`src/rtl/isp_pkg.sv`:
```
// isp_pkg: shared DVP definitions (FSM state encoding, pixel width, counter width helper)
package isp_pkg;
    localparam int DVP_DATA_W = 10;
    typedef enum logic [2:0] {IDLE, VS, VBP, ACT, VFP} dvp_state_e;
    function automatic int clog2(input int n);
        int w;
        w = 1;
        while ((1 << w) < n) w++;
        return w;
    endfunction
endpackage

```
`src/rtl/dvp_tx_fifo.sv`:
```
// dvp_tx_fifo: synchronous FIFO holding {sof,data} entries for the DVP transmitter
//   clk_i/rst_i  clock, asynchronous active-high reset
//   push_i       write wdata_i (caller guarantees !full_o)
//   pop_i        advance read pointer (caller guarantees !empty_o)
//   rdata_o      head entry, valid while !empty_o
//   full_o       registered count equals depth
//   empty_o      registered count is zero
module dvp_tx_fifo import isp_pkg::*; #(
    parameter int W  = 11,
    parameter int AW = 4
) (
    input  logic         clk_i,
    input  logic         rst_i,
    input  logic         push_i,
    input  logic         pop_i,
    input  logic [W-1:0] wdata_i,
    output logic [W-1:0] rdata_o,
    output logic         full_o,
    output logic         empty_o
);
    localparam int DEPTH = 1 << AW;
    logic [W-1:0]  mem_q [DEPTH];
    logic [AW-1:0] wr_q, rd_q;
    logic [AW:0]   count_q, count_d;
    always_comb begin
        count_d = count_q + (AW+1)'(push_i) - (AW+1)'(pop_i);
        rdata_o = mem_q[rd_q];
        full_o  = count_q == (AW+1)'(DEPTH);
        empty_o = count_q == '0;
    end
    always_ff @(posedge clk_i)
        if (push_i) mem_q[wr_q] <= wdata_i;
    always_ff @(posedge clk_i or posedge rst_i)
        if (rst_i) begin
            wr_q    <= '0;
            rd_q    <= '0;
            count_q <= '0;
        end else begin
            wr_q    <= wr_q + AW'(push_i);
            rd_q    <= rd_q + AW'(pop_i);
            count_q <= count_d;
        end
endmodule

```
`src/rtl/cis_dvp_tx.sv`:
```
// cis_dvp_tx: DVP camera transmitter producing PCLK/HREF/VSYNC/D from a valid/ready pixel stream
//   wb_clk_i/wb_rst_i   clock, asynchronous active-high reset
//   enable              start/continue frames (sampled in IDLE and at end of front porch)
//   pix_valid/ready     stream handshake; pix_ready = !full (0 in reset)
//   pix_data/pix_sof    pixel and first-of-frame marker
//   pclk_o              clk/2; href_o/vsync_o/data_o change as pclk falls
//   busy                FSM not idle
//   frame_done          1-clk pulse leaving the front porch
//   underrun/sync_err   sticky error flags, cleared by err_clr
module cis_dvp_tx import isp_pkg::*; #(
    parameter int DATA_W   = DVP_DATA_W,
    parameter int H_ACTIVE = 640,
    parameter int H_BLANK  = 160,
    parameter int V_SYNC   = 3,
    parameter int V_BP     = 17,
    parameter int V_ACTIVE = 480,
    parameter int V_FP     = 10,
    parameter int FIFO_AW  = 4
) (
    input  logic              wb_clk_i,
    input  logic              wb_rst_i,
    input  logic              enable,
    input  logic              pix_valid,
    output logic              pix_ready,
    input  logic [DATA_W-1:0] pix_data,
    input  logic              pix_sof,
    output logic              pclk_o,
    output logic              href_o,
    output logic              vsync_o,
    output logic [DATA_W-1:0] data_o,
    output logic              busy,
    output logic              frame_done,
    output logic              underrun,
    output logic              sync_err,
    input  logic              err_clr
);
    localparam int H_TOT = H_ACTIVE + H_BLANK;
    localparam int HW    = clog2(H_TOT);
    localparam int VW    = clog2(V_SYNC + V_BP + V_ACTIVE + V_FP);
    dvp_state_e        state_q, state_d;
    logic [HW-1:0]     h_q, h_d;
    logic [VW-1:0]     v_q, v_d, v_last;
    logic              ph_q, rdy_q, href_q, vsync_q, done_q, under_q, serr_q;
    logic [DATA_W-1:0] data_q;
    logic              line_end, st_end, act_d, first_d, pop, full, empty;
    logic [DATA_W:0]   rdata;
    dvp_tx_fifo #(.W(DATA_W + 1), .AW(FIFO_AW)) u_fifo (
        .clk_i   (wb_clk_i),
        .rst_i   (wb_rst_i),
        .push_i  (pix_valid && pix_ready),
        .pop_i   (pop),
        .wdata_i ({pix_sof, pix_data}),
        .rdata_o (rdata),
        .full_o  (full),
        .empty_o (empty)
    );
    // Everything below describes the slot that starts at the next boundary
    always_comb begin
        v_last   = state_q == VS  ? VW'(V_SYNC - 1) :
                   state_q == VBP ? VW'(V_BP - 1) :
                   state_q == ACT ? VW'(V_ACTIVE - 1) : VW'(V_FP - 1);
        line_end = h_q == HW'(H_TOT - 1);
        st_end   = line_end && v_q == v_last;
        h_d      = (state_q == IDLE || line_end) ? '0 : h_q + 1'b1;
        v_d      = (state_q == IDLE || st_end) ? '0 : line_end ? v_q + 1'b1 : v_q;
        state_d  = state_q == IDLE ? (enable ? VS : IDLE) :
                   !st_end         ? state_q :
                   state_q == VS   ? VBP :
                   state_q == VBP  ? ACT :
                   state_q == ACT  ? VFP : (enable ? VS : IDLE);
        act_d    = state_d == ACT && h_d < HW'(H_ACTIVE);
        first_d  = act_d && v_d == '0 && h_d == '0;
        pop      = ph_q && act_d && !empty;
    end
    always_ff @(posedge wb_clk_i or posedge wb_rst_i)
        if (wb_rst_i) begin
            ph_q    <= 1'b0;
            rdy_q   <= 1'b0;
            state_q <= IDLE;
            h_q     <= '0;
            v_q     <= '0;
            href_q  <= 1'b0;
            vsync_q <= 1'b0;
            data_q  <= '0;
            done_q  <= 1'b0;
            under_q <= 1'b0;
            serr_q  <= 1'b0;
        end else begin
            ph_q    <= !ph_q;
            rdy_q   <= 1'b1;
            done_q  <= ph_q && state_q == VFP && st_end;
            if (ph_q) begin
                state_q <= state_d;
                h_q     <= h_d;
                v_q     <= v_d;
                href_q  <= act_d;
                vsync_q <= state_d == VS;
                data_q  <= pop ? rdata[DATA_W-1:0] : '0;
            end
            under_q <= !err_clr && (under_q || (ph_q && act_d && empty));
            serr_q  <= !err_clr && (serr_q || (pop && rdata[DATA_W] != first_d));
        end
    // rdy_q keeps pix_ready low while in reset; full comes from the registered count
    assign pix_ready  = rdy_q && !full;
    assign pclk_o     = ph_q;
    assign href_o     = href_q;
    assign vsync_o    = vsync_q;
    assign data_o     = data_q;
    assign busy       = state_q != IDLE;
    assign frame_done = done_q;
    assign underrun   = under_q;
    assign sync_err   = serr_q;
endmodule

```
`config.mk`:
```
export PLATFORM = sky130hd
export DESIGN_NAME = cis_dvp_tx
export DESIGN_NICKNAME = d
export VERILOG_FILES = /design/src/rtl/isp_pkg.sv /design/src/rtl/dvp_tx_fifo.sv /design/src/rtl/cis_dvp_tx.sv
export SDC_FILE = /design/constraint.sdc
export NUM_CORES = 1
export LEC_CHECK = 0
export BUFFER_PORTS_ARGS = -buffer_cell sky130_fd_sc_hd__buf_4
export CORE_ASPECT_RATIO = 2
export CORE_MARGIN = 5
export CORE_UTILIZATION = 40
export DETAILED_ROUTE_END_ITERATION = 12
export HOLD_SLACK_MARGIN = 0.08
export SYNTH_ARGS = -nofsm -noshare
export SYNTH_HDL_FRONTEND = slang
export SYNTH_SLANG_ARGS = --single-unit
```
`constraint.sdc`:
```
create_clock -name wb_clk_i -period 5.14 [get_ports wb_clk_i]
set_clock_uncertainty 0.05 [all_clocks]
set_input_delay 0.771 -clock wb_clk_i [delete_from_list [all_inputs] [get_ports wb_clk_i]]
set_output_delay 0.771 -clock wb_clk_i [all_outputs]
set_load 0.005 [all_outputs]
```
==> metrics.md, run 1 <==
| Metric | Value |
|---|---|
| Net count, final | 663 |
| Post-synthesis instance area | 0.00980 sq mm |
| Initial Util | 0.403 |
| Arr. time, crit path | 4.37 ns |
| DP Cell Count | 901 |
| Final min period | 3.99 ns |
| Via count of the routed design | 5452 |
| Unrepaired setup endpoints after global routing | false |
| Setup_tns | 0 ns |
| Largest net degree at the start of global routing | 53 |
| Syn Nets | 632 |
| First-iteration detailed-routing DRC count | 517 |
| Clock-pin transition on the worst setup and hold timing paths | 0.07 ns |
| Ant diodes | 0 |
| Worst R2R Path Depth | 17 |
| Seq/Total Area, Yosys | 0.672 |
| Total track usage | 0.163 |
| Postcts setup bufs | 0 |
| Synth Flop Type | edfxtp_1 |
| Worst Max-Slew Pin Slew | 1.01 ns |
| WP data required | 5.52 ns |
| Die area | 0.0279 sq mm |
| Detail Placement HPWL | 14900 microns |
| Slew HR | 0.323 |
| Combinational power share | 0.101 |
| Remaining Overflow, GRT | 0 |
| Worst-path fanout max | 13 |
| Die width | 121 microns |
| I/O pin count | 34 |
| # DRC | 0 |
| Synth warnings | 0 |
| WS Path Type | reg2reg |
| Post-synth ARST share | 0.228 |
| Flops & latches, synth | 228 |
| Total CTS buffers | 21 |
| Maximum buffer depth of the clock tree | 3 |
| Placement Setup Slack | 1.15 ns |
| Clock H-tree levels | 1 |
| First-pass iteration count of the detailed router | 6 |
| Die Ht | 231 microns |
| Outcome | complete, no violations |
| First-pass GRT wire length | 33900 microns |
| Cts hold-fix bufs | 0 |
| Clk sinks | 228 |
| Pwr/cell area | 381 mW/mm^2 |
| DR WL/cell | 23.7 microns |
| Hold/Removal Path Class | in2async |
| Global placement routability congestion | 0.925 |
| Antenna violations before repair | 0 |
| PnR worst setup slack | 1.15 ns |
| Core area | 0.0243 sq mm |
| Post-Layout Cell Count | 938 |
| Worst vdd ir | 197 uV |
| Max-Cap Viols | 0 |
| Number of global-route vias before repair | 5780 |
| P_int | 3.19 mW |
| Post-Route WL | 22300 microns |
| Share of layout cells above drive strength 1 | 0.245 |
| Worst setup SP type | flip-flop |
| Net switching power | 1.03 mW |
| Sw frac | 0.244 |
| Syn-to-layout area delta | 13.2% |
| Cell variety after synth | 64 |
| DRT antenna net count | 0 |
| CTS root buffer | clkbuf_16 |
| # resized after CTS | 0 |
| Post-synth EDFFs | 176 |
| Post-synthesis cell count | 603 |
| Period Utilization, post-route | 0.776 |
| Final Max Slew Viols | 0 |
| Hold Violations, Final | 0 |
| Leak pwr | 3.80 nW |
| Drt via density | 5.81 |
| Worst Setup End Kind | flip-flop |
| TritonCTS clock tree | yes |
| Final setup violation count | 0 |
| Port Buffers | 33 |
| Clock power frac | 0.372 |
| Mean area per synthesized cell | 16.2 sq um |
| Worst-skew pair later-pin latency | 0.51 ns |
| Fmax | 251 MHz |
| Register share of total power | 0.527 |
| Row count | 81 |
synthesized netlist by cell type (4+ instances only):
cell | count | area, sq um
ha_1 | 12 | 150
buf_2 | 4 | 20.0
nor2_1 | 41 | 154
or3_1 | 4 | 25.0
inv_1 | 22 | 82.6
a21oi_1 | 13 | 65.1
nand2_1 | 31 | 116
xor2_1 | 4 | 35.0
a31oi_1 | 5 | 31.3
dfrtp_1 | 52 | 1300
mux4_2 | 55 | 1240
o2bb2ai_1 | 6 | 52.6
nand3_1 | 13 | 65.1
nor3_1 | 13 | 65.1
nand4_1 | 6 | 37.5
xnor2_1 | 6 | 52.6
o31ai_1 | 5 | 37.5
clkbuf_1 | 26 | 97.6
mux2i_1 | 8 | 80.1
nor3b_1 | 4 | 30.0
o22ai_1 | 6 | 37.5
o21ai_0 | 13 | 65.1
buf_1 | 4 | 15.0
a32o_1 | 12 | 120
nand2b_1 | 4 | 25.0
edfxtp_1 | 176 | 5290
cells by family (layout without fill, tap and decap cells):
logic type | Yosys count | count (layout) | synth area share
other | 1 | 1 | 0.000383
buffers and inverters | 59 | 104 | 0.0243
AND/OR/NAND/NOR | 143 | 143 | 0.0752
flip-flops | 228 | 228 | 0.672
adder cells (fa/ha/maj) | 13 | 13 | 0.0174
multiplexers | 66 | 66 | 0.139
AO/OA/AOI/OAI | 83 | 83 | 0.0622
XOR/XNOR | 10 | 10 | 0.00894
stage by stage:
stage / hold WS (ns) / util / instance area (sq um) / power, mW
2_1_floorplan: 0.427 / - / 9800 / 2.52
3_3_place_gp: 0.447 / 0.427 / 10400 / 2.67
3_5_place_dp: 0.457 / 0.427 / 10400 / 2.70
4_1_cts: 0.387 / 0.456 / 11100 / 4.27
5_1_grt: 0.396 / 0.456 / 11100 / 4.40
6_report: 0.410 / 0.456 / 11100 / 4.22
sequential cells by signal, summed over array words and instances (netlist names), 3 cells and up:
name / flops
u_fifo.count_q: 5
state_q: 3
v_q: 9
data_o: 10
h_q: 10
u_fifo.mem_q: 176
u_fifo.wr_q: 4
u_fifo.rd_q: 4
path summary, 6_finish.rpt:
check	from	to	slack [ns]
setup / recovery	h_q[1]	u_fifo.count_q[4]	1.15
hold / removal	wb_rst_i	u_fifo.count_q[2]	0.41
setup reg to reg	h_q[1]	u_fifo.count_q[4]	1.15
hold reg to reg	data_o[8]	data_o[8]	0.46
max in group asynchronous	wb_rst_i	u_fifo.rd_q[0]	4.11
min in group wb_clk_i	err_clr	underrun	0.41
per-layer routing:
layer | share of wire | vias up | GRT usage
li1 | - | 2447 | -
met4 | 0.037 | 0 | 0.0674
met3 | 0.037 | 44 | 0.0210
met2 | 0.59 | 153 | 0.328
met5 | 0 | - | 0
met1 | 0.33 | 2808 | 0.162
placed cells by master (no fill, tap or decap), drive strengths merged, types with 6 or more instances in the layout:
cell type and instances:
nand3 13, inv 23, o22ai 6, nand4 6, edfxtp 176, mux4 55
xnor2 6, a21oi 13, o21ai 14, ha 12, nand2 31, a32o 12
clkbuf 22, nor3 14, o2bb2ai 6, mux2i 9, nor2 41, dfrtp 52
clkinv 9, buf 44
critical path, stage by stage (launching register included):
cell	delay, ns
dfrtp_1	0.42
ha_1	0.35
nand3_1	0.26
nor3_4	0.46
nor2_1	0.17
o21ai_1	0.32
nor3b_1	0.25
buf_4	0.23
nand2_1	0.08
inv_1	0.10
ha_1	0.12
inv_1	0.04
ha_1	0.20
fa_1	0.42
a21oi_1	0.16
nor2_1	0.06
nor2_1	0.11
xnor2_1	0.12
power groups by stage:
stage	logic, mW	clock network, mW	registers (mW)
floorplan	0.318	0	2.20
detailed placement	0.437	0	2.26
global placement	0.416	0	2.25
global route	0.475	1.69	2.24
finish	0.429	1.57	2.22
CTS	0.437	1.61	2.22
area by class of cell:
class / instances / area, sq um
inverters: 23 / 86.3
fillers: 2089 / 13200
flip-flops and latches: 228 / 6590
repair buffers: 44 / 330
multi-input cells: 316 / 3030
clock buffers: 22 / 529
clock inverters: 15 / 159
well taps: 290 / 363
Power figures use the tool's default switching activity.
==> inputs of run 2 (changes only) <==
clock period = 3.7 ns   (was 5.14 ns; I/O delays follow)
==> metrics.md, run 2 (same netlist as run 1, synthesis figures left out) <==
| Metric | Value |
|---|---|
| Maximum buffer depth of the clock tree | 3 (unchanged) |
| Worst vdd ir | 305 uV (+55%) |
| First-pass GRT wire length | 34700 microns (+2.2%) |
| WHS | 0.210 ns (-0.200 ns) |
| Die width | 121 microns (unchanged) |
| Die Ht | 231 microns (unchanged) |
| Multi-input gate area | 0.00300 sq mm (-0.91%) |
| Slew HR | 0.358 (+0.0350) |
| Leak pwr | 3.99 nW (+4.9%) |
| TritonCTS clock tree | yes |
| Post-Route WL | 22500 microns (+1.1%) |
| Die area | 0.0279 sq mm (unchanged) |
| Remaining Overflow, GRT | 0 (unchanged) |
| Hold/Removal Path Class | in2reg |
| Clock H-tree levels | 1 (unchanged) |
| First-iteration detailed-routing DRC count | 482 (-6.8%) |
| DR WL/cell | 23.2 microns (-2.3%) |
| First-pass iteration count of the detailed router | 5 (-1) |
| Port Buffers | 33 (unchanged) |
| Initial Util | 0.403 (unchanged) |
| Core area | 0.0243 sq mm (unchanged) |
| WP data required | 4.07 ns (-1.45 ns) |
| Worst path cell trace | or4_1 -> a211oi_2 -> nor2_1 -> or3_4 -> mux2i_4 -> nand2_1 -> inv_1 -> ha_1 -> inv_1 -> ha_1 -> fa_2 -> a21oi_2 -> nor2_1 -> nor2_1 -> xnor2_1 |
| # DRC | 0 (unchanged) |
| Commonest non-fill, non-tap cells in the layout | edfxtp_1 (176), buf_4 (77), mux4_2 (55) |
| Syn-to-layout area delta | 15.6% |
| Max reg flops | 176 (unchanged) |
| Final setup violation count | 0 (unchanged) |
| Register area | 0.00659 sq mm (about the same) |
| Worst-skew pair later-pin latency | 0.49 ns (-0.02 ns) |
| Largest net degree at the start of global routing | 44 (-17%) |
| Postcts setup bufs | 0 (unchanged) |
| Top cell family by delay on the critical path | simple AND/OR/NAND/NOR gates |
| Worst R2R Path Depth | 15 (-2) |
| Total track usage | 0.165 (+0.00165) |
| Total CTS buffers | 20 (-4.8%) |
| Number of global-route vias before repair | 5938 (+2.7%) |
| Clock-pin transition on the worst setup and hold timing paths | 0.07 ns (about the same) |
| Outcome | complete, no violations |
| Most numerous cell on the critical path | nor2_1 |
| CP max stage cell | or4_1 |
| Global placement routability congestion | 0.895 (-3.2%) |
| Pwr/cell area | 522 mW/mm^2 (+37%) |
| Drt via density | 5.73 (-1.5%) |
| Period Utilization, post-route | 0.947 (+0.171) |
| Unrepaired setup endpoints after global routing | false |
| Fin util | 0.466 (+0.00998) |
| CTS root buffer | clkbuf_16 |
| I/O pin count | 34 (unchanged) |
| Final min period | 3.50 ns (-0.483 ns) |
| Final Max Slew Viols | 0 (unchanged) |
| Worst Setup End Kind | flip-flop |
| Worst setup SP type | flip-flop |
| Most flops, register | u_fifo.mem_q |
| Clk sinks | 228 (unchanged) |
| Hold depth | 2 |
| Max incr delay on CP | 0.54 ns (+0.08 ns) |
| Cts hold-fix bufs | 0 (unchanged) |
| Fmax | 285 MHz (+14%) |
| Tot Pwr | 5.91 mW (+40%) |
| WS Path Type | reg2reg |
| Via count of the routed design | 5555 (+1.9%) |
| Row count | 81 (unchanged) |
| Detail Placement HPWL | 16000 microns (+7.7%) |
| Ant diodes | 0 (unchanged) |
| Most common cell after layout, fill and taps aside | edfxtp_1 |
| Crit path depth | 15 (-2) |
| Worst Max-Slew Pin Slew | 0.963 ns (-0.0515 ns) |
| Hold Violations, Final | 0 (unchanged) |
| Max-Cap Viols | 0 (unchanged) |
| Worst-path fanout max | 4 (-9) |
| Setup_tns | 0 ns (unchanged) |
| Antenna violations before repair | 0 (unchanged) |
| Net count, final | 696 (+5.0%) |
| Layout fillers | 2082 (-0.34%) |
| Crit path buffers/inverters | 2 (-1) |
| Arr. time, crit path | 3.87 ns (-0.50 ns) |
| DRT antenna net count | 0 (unchanged) |
| Share of layout cells above drive strength 1 | 0.266 (+0.0208) |
[run 2: final timing paths]
check | startpoint | end | slack, ns
min in group asynchronous | wb_rst_i | href_o | 0.22
hold reg to reg | data_o[4] | data_o[4] | 0.45
setup / recovery | state_q[1] | u_fifo.count_q[4] | 0.20
max in group asynchronous | wb_rst_i | rdy_q | 2.68
setup reg to reg | state_q[1] | u_fifo.count_q[4] | 0.20
hold / removal | err_clr | underrun | 0.21
[run 2: worst reg2reg max path, delay by kind of cell, from the launching register on]
| kind | cells | cell delay (ns) |
|---|---|---|
| DFF | 1 | 0.40 |
| adders and majority gates | 3 | 0.84 |
| buffers and inverters | 2 | 0.10 |
| AOI/OAI and AO/OA | 2 | 0.42 |
| muxes | 1 | 0.21 |
| xor gates and xnor gates | 1 | 0.13 |
| and+or+nand+nor | 6 | 1.30 |
[run 2: routing by layer]
layer / up-vias / GRT usage / share of wire
met4: 0 / 0.0691 / 0.038
met3: 41 / 0.0210 / 0.032
met2: 121 / 0.321 / 0.58
li1: 2510 / - / -
met1: 2883 / 0.173 / 0.35
met5: - / 0 / 0
[run 2: stage by stage]
step / setup slack [ns] / instances / instance area [sq um]
floorplan: 0.0599 / 603 / 9800
global placement: 0.168 / 935 / 10600
detailed placement: 0.133 / 935 / 10600
CTS: 0.111 / 970 / 11300
global route: 0.0443 / 970 / 11300
finish: 0.195 / 970 / 11300
[run 2: layout make-up]
type                    count  share of cell area
multi-input cells         316               0.265
well taps                 290              0.0320
inverters                  23             0.00762
repair buffers             78              0.0528
clock buffers              28              0.0487
flip-flops and latches    228               0.582
clock inverters             7              0.0124
[run 2: power by group]
part / internal, mW / switching [mW] / leakage, nW / total (mW)
clock network: 1.33 / 0.888 / 0.329 / 2.21
logic: 0.254 / 0.372 / 1.39 / 0.626
registers: 2.95 / 0.129 / 2.27 / 3.07
total: 4.53 / 1.39 / 3.99 / 5.91
[run 2: repair_timing]
| action | CTS | global route |
|---|---|---|
| gates resized for setup | 0 | 3 |
| endpoints found under the hold margin | 0 | 0 |
| setup endpoints to repair | 0 | 1 |
